$ cat config.mk
export PLATFORM = sky130hd
export DESIGN_NAME = mem_port_arbiter_flat
export DESIGN_NICKNAME = d
export VERILOG_FILES = /design/src/rtl/mem_port_arbiter_if.sv /design/src/rtl/mem_port_arbiter.sv /design/src/flat_wrapper.sv
export SDC_FILE = /design/constraint.sdc
export NUM_CORES = 1
export LEC_CHECK = 0
export CAP_MARGIN = 20
export CORE_AREA = 3 3 103 105
export DETAILED_ROUTE_END_ITERATION = 10
export DIE_AREA = 0 0 106 108
export HOLD_SLACK_MARGIN = 0.12
export PLACE_DENSITY = 0.9
export SLEW_MARGIN = 5
export SYNTH_ARGS = -nofsm -noshare
export SYNTH_HDL_FRONTEND = slang
export SYNTH_SLANG_ARGS = --single-unit
$ cat constraint.sdc
create_clock -name clk -period 4.8 [get_ports clk]
set_input_delay 0.96 -clock clk [delete_from_list [all_inputs] [get_ports clk]]
set_output_delay 0.96 -clock clk [all_outputs]
set_load 0.01 [all_outputs]
$ cat src/rtl/mem_port_arbiter_if.sv
// Bus bundle between the CPU requesters, the RAM macro and mem_port_arbiter.
// The slave view is the arbiter; the master view is the surrounding CPU and RAM.
interface mem_port_arbiter_if #(
    parameter int AW = 14
);
    logic          if_req;
    logic [31:0]   if_addr;
    logic          if_ready;
    logic [31:0]   if_rdata;

    logic          d_req;
    logic          d_we;
    logic [31:0]   d_addr;
    logic [31:0]   d_wdata;
    logic [1:0]    d_length;
    logic          d_sign;
    logic          d_ready;
    logic [31:0]   d_rdata;
    logic          d_err;

    logic          mem_en;
    logic [3:0]    mem_we;
    logic [AW-1:0] mem_addr;
    logic [31:0]   mem_wdata;
    logic [31:0]   mem_rdata;

    modport slave (
        input  if_req, if_addr, d_req, d_we, d_addr, d_wdata, d_length, d_sign, mem_rdata,
        output if_ready, if_rdata, d_ready, d_rdata, d_err, mem_en, mem_we, mem_addr, mem_wdata
    );

    modport master (
        output if_req, if_addr, d_req, d_we, d_addr, d_wdata, d_length, d_sign, mem_rdata,
        input  if_ready, if_rdata, d_ready, d_rdata, d_err, mem_en, mem_we, mem_addr, mem_wdata
    );
endinterface

$ cat src/rtl/mem_port_arbiter.sv
// Shares one synchronous-read RAM port between instruction fetch and load/store,
// two cycles per access, with store lane formatting, load extension and ECALL halt.
module mem_port_arbiter #(
    parameter int AW   = 14,
    parameter int CNTW = 16
) (
    input  logic                clk,
    input  logic                rst_n,
    input  logic                halt,
    output logic                halted,
    output logic [CNTW-1:0]     conflict_cnt,
    mem_port_arbiter_if.slave   bus
);

    typedef enum logic [1:0] {IDLE, IF_RSP, D_RSP, HALT} state_t;

    state_t      state, state_next;
    logic [1:0]  off_q, len_q;
    logic        sign_q, we_q, err_q;
    logic        grant_d, misaligned;
    logic [3:0]  store_we;
    logic [31:0] store_wdata;
    logic [7:0]  ld_byte;
    logic [15:0] ld_half;
    logic [31:0] load_data;
    logic        unused_bits;

    assign unused_bits = ^{bus.if_addr[31:AW+2], bus.if_addr[1:0], bus.d_addr[31:AW+2]};

    always_comb begin
        misaligned = ((bus.d_length == 2'b01) && bus.d_addr[0]) ||
                     (bus.d_length[1] && (bus.d_addr[1:0] != 2'b00));
    end

    always_comb begin
        store_we    = 4'b1111;
        store_wdata = bus.d_wdata;
        case (bus.d_length)
            2'b00: begin
                store_we    = 4'b0001 << bus.d_addr[1:0];
                store_wdata = {4{bus.d_wdata[7:0]}};
            end
            2'b01: begin
                store_we    = bus.d_addr[1] ? 4'b1100 : 4'b0011;
                store_wdata = {2{bus.d_wdata[15:0]}};
            end
            default: ;
        endcase
    end

    // Response-side extraction works on the copies latched at grant, since the
    // requester is free to change its operands once ready has pulsed.
    always_comb begin
        case (off_q)
            2'd0:    ld_byte = bus.mem_rdata[7:0];
            2'd1:    ld_byte = bus.mem_rdata[15:8];
            2'd2:    ld_byte = bus.mem_rdata[23:16];
            default: ld_byte = bus.mem_rdata[31:24];
        endcase
        ld_half = off_q[1] ? bus.mem_rdata[31:16] : bus.mem_rdata[15:0];
        case (len_q)
            2'b00:   load_data = {{24{sign_q & ld_byte[7]}}, ld_byte};
            2'b01:   load_data = {{16{sign_q & ld_half[15]}}, ld_half};
            default: load_data = bus.mem_rdata;
        endcase
    end

    // Outputs are forced low while rst_n is asserted so held requests cannot
    // reach the RAM during reset.
    always_comb begin
        state_next    = state;
        grant_d       = 1'b0;
        halted        = 1'b0;
        bus.if_ready  = 1'b0;
        bus.if_rdata  = '0;
        bus.d_ready   = 1'b0;
        bus.d_rdata   = '0;
        bus.d_err     = 1'b0;
        bus.mem_en    = 1'b0;
        bus.mem_we    = '0;
        bus.mem_addr  = '0;
        bus.mem_wdata = '0;
        if (rst_n) begin
            case (state)
                IDLE: begin
                    if (halt) begin
                        state_next = HALT;
                    end else if (bus.d_req) begin
                        grant_d      = 1'b1;
                        state_next   = D_RSP;
                        bus.mem_en   = !misaligned;
                        bus.mem_addr = bus.d_addr[AW+1:2];
                        if (bus.d_we && !misaligned) begin
                            bus.mem_we    = store_we;
                            bus.mem_wdata = store_wdata;
                        end
                    end else if (bus.if_req) begin
                        state_next   = IF_RSP;
                        bus.mem_en   = 1'b1;
                        bus.mem_addr = bus.if_addr[AW+1:2];
                    end
                end
                IF_RSP: begin
                    bus.if_ready = 1'b1;
                    bus.if_rdata = bus.mem_rdata;
                    state_next   = IDLE;
                end
                D_RSP: begin
                    bus.d_ready = 1'b1;
                    bus.d_err   = err_q;
                    bus.d_rdata = (we_q || err_q) ? 32'd0 : load_data;
                    state_next  = IDLE;
                end
                HALT: begin
                    halted = 1'b1;
                end
                default: state_next = IDLE;
            endcase
        end
    end

    always_ff @(posedge clk or negedge rst_n) begin
        if (!rst_n) begin
            state        <= IDLE;
            off_q        <= '0;
            len_q        <= '0;
            sign_q       <= 1'b0;
            we_q         <= 1'b0;
            err_q        <= 1'b0;
            conflict_cnt <= '0;
        end else begin
            state <= state_next;
            if (grant_d) begin
                off_q  <= bus.d_addr[1:0];
                len_q  <= bus.d_length;
                sign_q <= bus.d_sign;
                we_q   <= bus.d_we;
                err_q  <= misaligned;
            end
            if ((state == IDLE) && !halt && bus.d_req && bus.if_req && (conflict_cnt != '1))
                conflict_cnt <= conflict_cnt + {{(CNTW-1){1'b0}}, 1'b1};
        end
    end

endmodule

$ cat src/flat_wrapper.sv
// flat-port wrapper written by rule: the top's interface ports become plain ports
module mem_port_arbiter_flat 
#(
    parameter int AW   = 14,
    parameter int CNTW = 16
)
  (clk, rst_n, halt, halted, conflict_cnt, bus_if_req, bus_if_addr, bus_d_req, bus_d_we, bus_d_addr, bus_d_wdata, bus_d_length, bus_d_sign, bus_mem_rdata, bus_if_ready, bus_if_rdata, bus_d_ready, bus_d_rdata, bus_d_err, bus_mem_en, bus_mem_we, bus_mem_addr, bus_mem_wdata);
  mem_port_arbiter_if #(.AW(AW)) bus_i ();
  input  logic clk;
  input  logic rst_n;
  input  logic halt;
  output logic halted;
  output logic [CNTW-1:0] conflict_cnt;
  input wire logic [$bits(bus_i.if_req)-1:0] bus_if_req;
  input wire logic [$bits(bus_i.if_addr)-1:0] bus_if_addr;
  input wire logic [$bits(bus_i.d_req)-1:0] bus_d_req;
  input wire logic [$bits(bus_i.d_we)-1:0] bus_d_we;
  input wire logic [$bits(bus_i.d_addr)-1:0] bus_d_addr;
  input wire logic [$bits(bus_i.d_wdata)-1:0] bus_d_wdata;
  input wire logic [$bits(bus_i.d_length)-1:0] bus_d_length;
  input wire logic [$bits(bus_i.d_sign)-1:0] bus_d_sign;
  input wire logic [$bits(bus_i.mem_rdata)-1:0] bus_mem_rdata;
  output wire logic [$bits(bus_i.if_ready)-1:0] bus_if_ready;
  output wire logic [$bits(bus_i.if_rdata)-1:0] bus_if_rdata;
  output wire logic [$bits(bus_i.d_ready)-1:0] bus_d_ready;
  output wire logic [$bits(bus_i.d_rdata)-1:0] bus_d_rdata;
  output wire logic [$bits(bus_i.d_err)-1:0] bus_d_err;
  output wire logic [$bits(bus_i.mem_en)-1:0] bus_mem_en;
  output wire logic [$bits(bus_i.mem_we)-1:0] bus_mem_we;
  output wire logic [$bits(bus_i.mem_addr)-1:0] bus_mem_addr;
  output wire logic [$bits(bus_i.mem_wdata)-1:0] bus_mem_wdata;
  assign bus_i.if_req = bus_if_req;
  assign bus_i.if_addr = bus_if_addr;
  assign bus_i.d_req = bus_d_req;
  assign bus_i.d_we = bus_d_we;
  assign bus_i.d_addr = bus_d_addr;
  assign bus_i.d_wdata = bus_d_wdata;
  assign bus_i.d_length = bus_d_length;
  assign bus_i.d_sign = bus_d_sign;
  assign bus_i.mem_rdata = bus_mem_rdata;
  assign bus_if_ready = bus_i.if_ready;
  assign bus_if_rdata = bus_i.if_rdata;
  assign bus_d_ready = bus_i.d_ready;
  assign bus_d_rdata = bus_i.d_rdata;
  assign bus_d_err = bus_i.d_err;
  assign bus_mem_en = bus_i.mem_en;
  assign bus_mem_we = bus_i.mem_we;
  assign bus_mem_addr = bus_i.mem_addr;
  assign bus_mem_wdata = bus_i.mem_wdata;
  mem_port_arbiter #(.AW(AW), .CNTW(CNTW)) u_core (.clk(clk), .rst_n(rst_n), .halt(halt), .halted(halted), .conflict_cnt(conflict_cnt), .bus(bus_i));
endmodule
==> flow_summary.yaml <==
placement:
  number_of_port_buffers: 237
  place.gp.congestion: 0.8244
  dp_hpwl_mm: 10.03
timing:
  finalHoldViolations: 0
  final-setup-viol-count: 0
  fin_crit_ps: 4356
  finClkSkew_ps: 9.401
  final.setup.tns_ps: 0
  tightestPinTransition_ps: 973.2
  post-route-period-util: 0.9075
  achievable-frequency_ghz: 0.2296
  rsz0062_at_grt: "false"
  timing.slew.headroom: 0.3512
  final-max-slew-violation-count: 0
route:
  routed_wl_mm: 12.30
  detail_route.drc_violations: 0
  drt-wirelength-per-cell_microns: 16.27
  drt_iter0_markers: 245
  routed-via-count: 3898
  route.detailed.vias_per_inst: 5.156
  dr.pass1.iters: 4
  antenna_left: 0
cts:
  cts_setup_buffers: 0
  tritoncts_num_sinks: 25
  cts_root_buffer: "sky130_fd_sc_hd__clkbuf_8"
  insertion_delay_ps: 280
  clk_pin_slew_ps: 100
  tritoncts.num_buffers: 3
  post_cts_hold_buffer_count: 0
  tritoncts: "done"
  cts_htree_levels: 1
  clock_tree.buffer_depth: 2
  ctsResizeCount: 0
global_routing:
  grt_pass1_vias: 3879
  grt_start_max_net_pins: 52
  grt.total_usage: 0.2022
  wire_length_of_the_first_global_routing_pass_mm: 19.19
  globalRouteOverflowTotal: 0
  grt_antenna_before_repair: 0
worst_setup_path:
  crit_path_max_fanout: 25
  setup.worst_path.end_class: "primary output"
  worst-endpoint-arrival_ps: 3400
  crit_path_frequent_cell: "sky130_fd_sc_hd__clkdlybuf4s50_1"
  r2r_slack_ps: 2920
  cpMaxStageDelayCell: "sky130_fd_sc_hd__clkdlybuf4s50_1"
  cp_top_family: "buffers and inverters"
  worst_setup_path_start_kind: "input port"
  worst_reg2reg_endpoint: "u_core.conflict_cnt[15]"
  worst_ep_required_time_ps: 3840
  cp.buffers_inverters: 3
  critPathMaxStageDelay_ps: 620
  cp_num_cells: 6
  worstPathCellList: "clkdlybuf4s50_1 -> and4b_1 -> buf_4 -> nand3_2 -> a21oi_1 -> clkdlybuf4s50_1"
  r2r_start: "u_core.state[0]"
  reg2reg_depth: 6
  critical_path_class: "in2out"
hold_path:
  holdPathEnd: "u_core.conflict_cnt[7]"
  timing.hold.worst_path_depth: 1
  hold_path.class: "reg2reg"
  hold_path_startpoint: "u_core.conflict_cnt[7]"
cells_and_area:
  final.fill_count: 847
  multi_input_comb_area_sq_mm: 0.002211
  final_core_utilization: 0.5694
  final-seq-area_sq_um: 625.6
  layout-drive-gt1-share: 0.06742
  finish.net_count: 767
  antennaDiodeCount: 0
  layout-area-overhead-vs-synth_pct: 82.30
yosys:
  yosys.cell_types.count: 43
  syn-cell-area_sq_mm: 0.003039
  flip_flop_cell_with_the_highest_count_after_synthesis: "sky130_fd_sc_hd__dfrtp_1"
  synthesis.area_per_instance_sq_um: 7.467
  synthesis_stage_register_bit_count: 25
  postSynthNetCount: 550
  yosysSeqAreaShare: 0.2058
  synthCells: 407
  edff_count_synth: 0
  synth.yosys.warnings: 0
  async_flop_share: 1.000
power_and_ir_drop:
  netSwitchingFraction: 0.4343
  ir_worst_vdd_mv: 0.1470
  p_comb_frac: 0.646
  part_of_the_power_in_registers: 0.258
  p_leak_nw: 2.345
  p_per_area_mw_per_mm2: 256.4
  switching_power_mw: 0.6169
  power.share.clock: 0.096
  power_report.internal_total_mw: 0.8036
status:
  outcome: "complete, no violations"
floorplanning:
  floorplan.core_area_sq_mm: 0.009729
  initial_core_util: 0.3124
  die_w_microns: 106
  fp.dieH_microns: 108
  pin_count: 272
  core.rowCount: 36
  dieArea_sq_mm: 0.01145
run:
  drv_cap: 0
==> kinds of logic after synthesis <==
logic type	share of synthesized area
multiplexers	0.1346
XOR/XNOR	0.04611
flip-flops	0.2058
buffers and inverters	0.06669
AO/OA/AOI/OAI	0.1651
adder cells (fa/ha/maj)	0.02470
AND/OR/NAND/NOR	0.3569
==> cells in the mapped netlist, types with 3 or more instances <==
library cell,instances,area [sq um]
sky130_fd_sc_hd__and3_1,37,231.5
sky130_fd_sc_hd__nor2_1,34,127.6
sky130_fd_sc_hd__nand2_1,32,120.1
sky130_fd_sc_hd__a21oi_1,30,150.1
sky130_fd_sc_hd__mux2i_1,27,270.3
sky130_fd_sc_hd__dfrtp_1,25,625.6
sky130_fd_sc_hd__nor3_1,22,110.1
sky130_fd_sc_hd__clkbuf_1,20,75.07
sky130_fd_sc_hd__and2_1,18,112.6
sky130_fd_sc_hd__nor2b_1,18,112.6
sky130_fd_sc_hd__inv_1,16,60.06
sky130_fd_sc_hd__a22o_1,14,122.6
sky130_fd_sc_hd__o21ai_0,13,65.06
sky130_fd_sc_hd__mux2_2,11,123.9
sky130_fd_sc_hd__buf_2,9,45.04
sky130_fd_sc_hd__a221oi_1,8,70.07
sky130_fd_sc_hd__nand3_1,8,40.04
sky130_fd_sc_hd__xnor2_1,8,70.07
sky130_fd_sc_hd__xor2_1,8,70.07
sky130_fd_sc_hd__or2_2,7,43.79
sky130_fd_sc_hd__ha_1,6,75.07
sky130_fd_sc_hd__nand4_1,4,25.02
sky130_fd_sc_hd__and4b_1,3,30.03
sky130_fd_sc_hd__nor4_1,3,18.77
==> routing by layer <==
metal,share of wire,GRT usage,vias to the layer above
li1,-,-,1868
met1,0.39,0.2299,1795
met2,0.50,0.3743,219
met3,0.090,0.04836,16
met4,0.023,0.06290,0
met5,0,0,-
==> power by group through the flow <==
| stage | logic [mW] | registers [mW] | clock network, mW |
|---|---|---|---|
| after floorplan | 0.575 | 0.310 | 0 |
| after global placement | 0.887 | 0.361 | 0 |
| after detailed placement | 0.918 | 0.369 | 0 |
| after CTS | 0.922 | 0.365 | 0.140 |
| after global routing | 0.997 | 0.383 | 0.151 |
| final | 0.918 | 0.366 | 0.136 |
==> cells in the final DEF, fill, tap and decap left out, drive strengths merged, types with 4 or more instances in the layout <==
| cell | instances |
|---|---|
| nor4 | 4 |
| mux2 | 12 |
| a22o | 14 |
| inv | 17 |
| nand3 | 10 |
| nor3 | 23 |
| or2 | 7 |
| nand2 | 32 |
| o21ai | 13 |
| nor2 | 35 |
| nor2b | 18 |
| nand4 | 5 |
| dfrtp | 25 |
| xor2 | 8 |
| and2 | 18 |
| a21oi | 30 |
| ha | 6 |
| buf | 9 |
| and3 | 37 |
| xnor2 | 8 |
| a221oi | 8 |
| clkdlybuf4s50 | 236 |
| mux2i | 27 |
==> registers in the layout, summed over array words and instances, names as in the netlist <==
name                 cells
u_core.err_q             1
u_core.sign_q            1
u_core.state             2
u_core.len_q             2
u_core.conflict_cnt     16
u_core.off_q             2
u_core.we_q              1
==> worst reg2reg max path: stages, from the launching register on <==
cell and delay, ps:
sky130_fd_sc_hd__dfrtp_1 430, sky130_fd_sc_hd__inv_1 130, sky130_fd_sc_hd__ha_1 230, sky130_fd_sc_hd__nand4b_2 260, sky130_fd_sc_hd__nor3_2 380, sky130_fd_sc_hd__nand4_1 170
sky130_fd_sc_hd__xnor2_1 160
==> per-stage QoR <==
stage                     instances  instance area, sq um  power (mW)  worst slack [ps]  hold WS (ps)
after floorplan                 407                  3039      0.8855              1785         510.6
after global placement          752                  5490       1.248             523.0         495.6
after detailed placement        752                  5490       1.287             437.5         518.1
after CTS                       756                  5540       1.427             447.1         533.9
after global routing            756                  5540       1.531             237.5         555.7
final                           756                  5540       1.421             444.1         534.6
==> final cells by class <==
cell class / instances / share of cell area
clock inverter: 1 / 0.001581
multi-input combinational: 333 / 0.3991
inverter: 16 / 0.01084
clock buffer: 3 / 0.007453
timing repair buffer: 245 / 0.4381
sequential: 25 / 0.1129
tap: 133 / 0.03004
==> worst max-delay path by stage <==
stage | start | to | slack (ps)
2_1_floorplan | rst_n | bus_d_rdata[10] | 1790
3_3_place_gp | bus_d_req | bus_mem_wdata[13] | 520
3_5_place_dp | bus_d_addr[0] | bus_mem_wdata[8] | 440
4_1_cts | bus_d_req | bus_mem_wdata[8] | 450
5_1_grt | bus_d_addr[0] | bus_mem_wdata[8] | 240
6_report | bus_d_req | bus_mem_wdata[8] | 440
No activity file was read; power rests on OpenSTA's default activity.
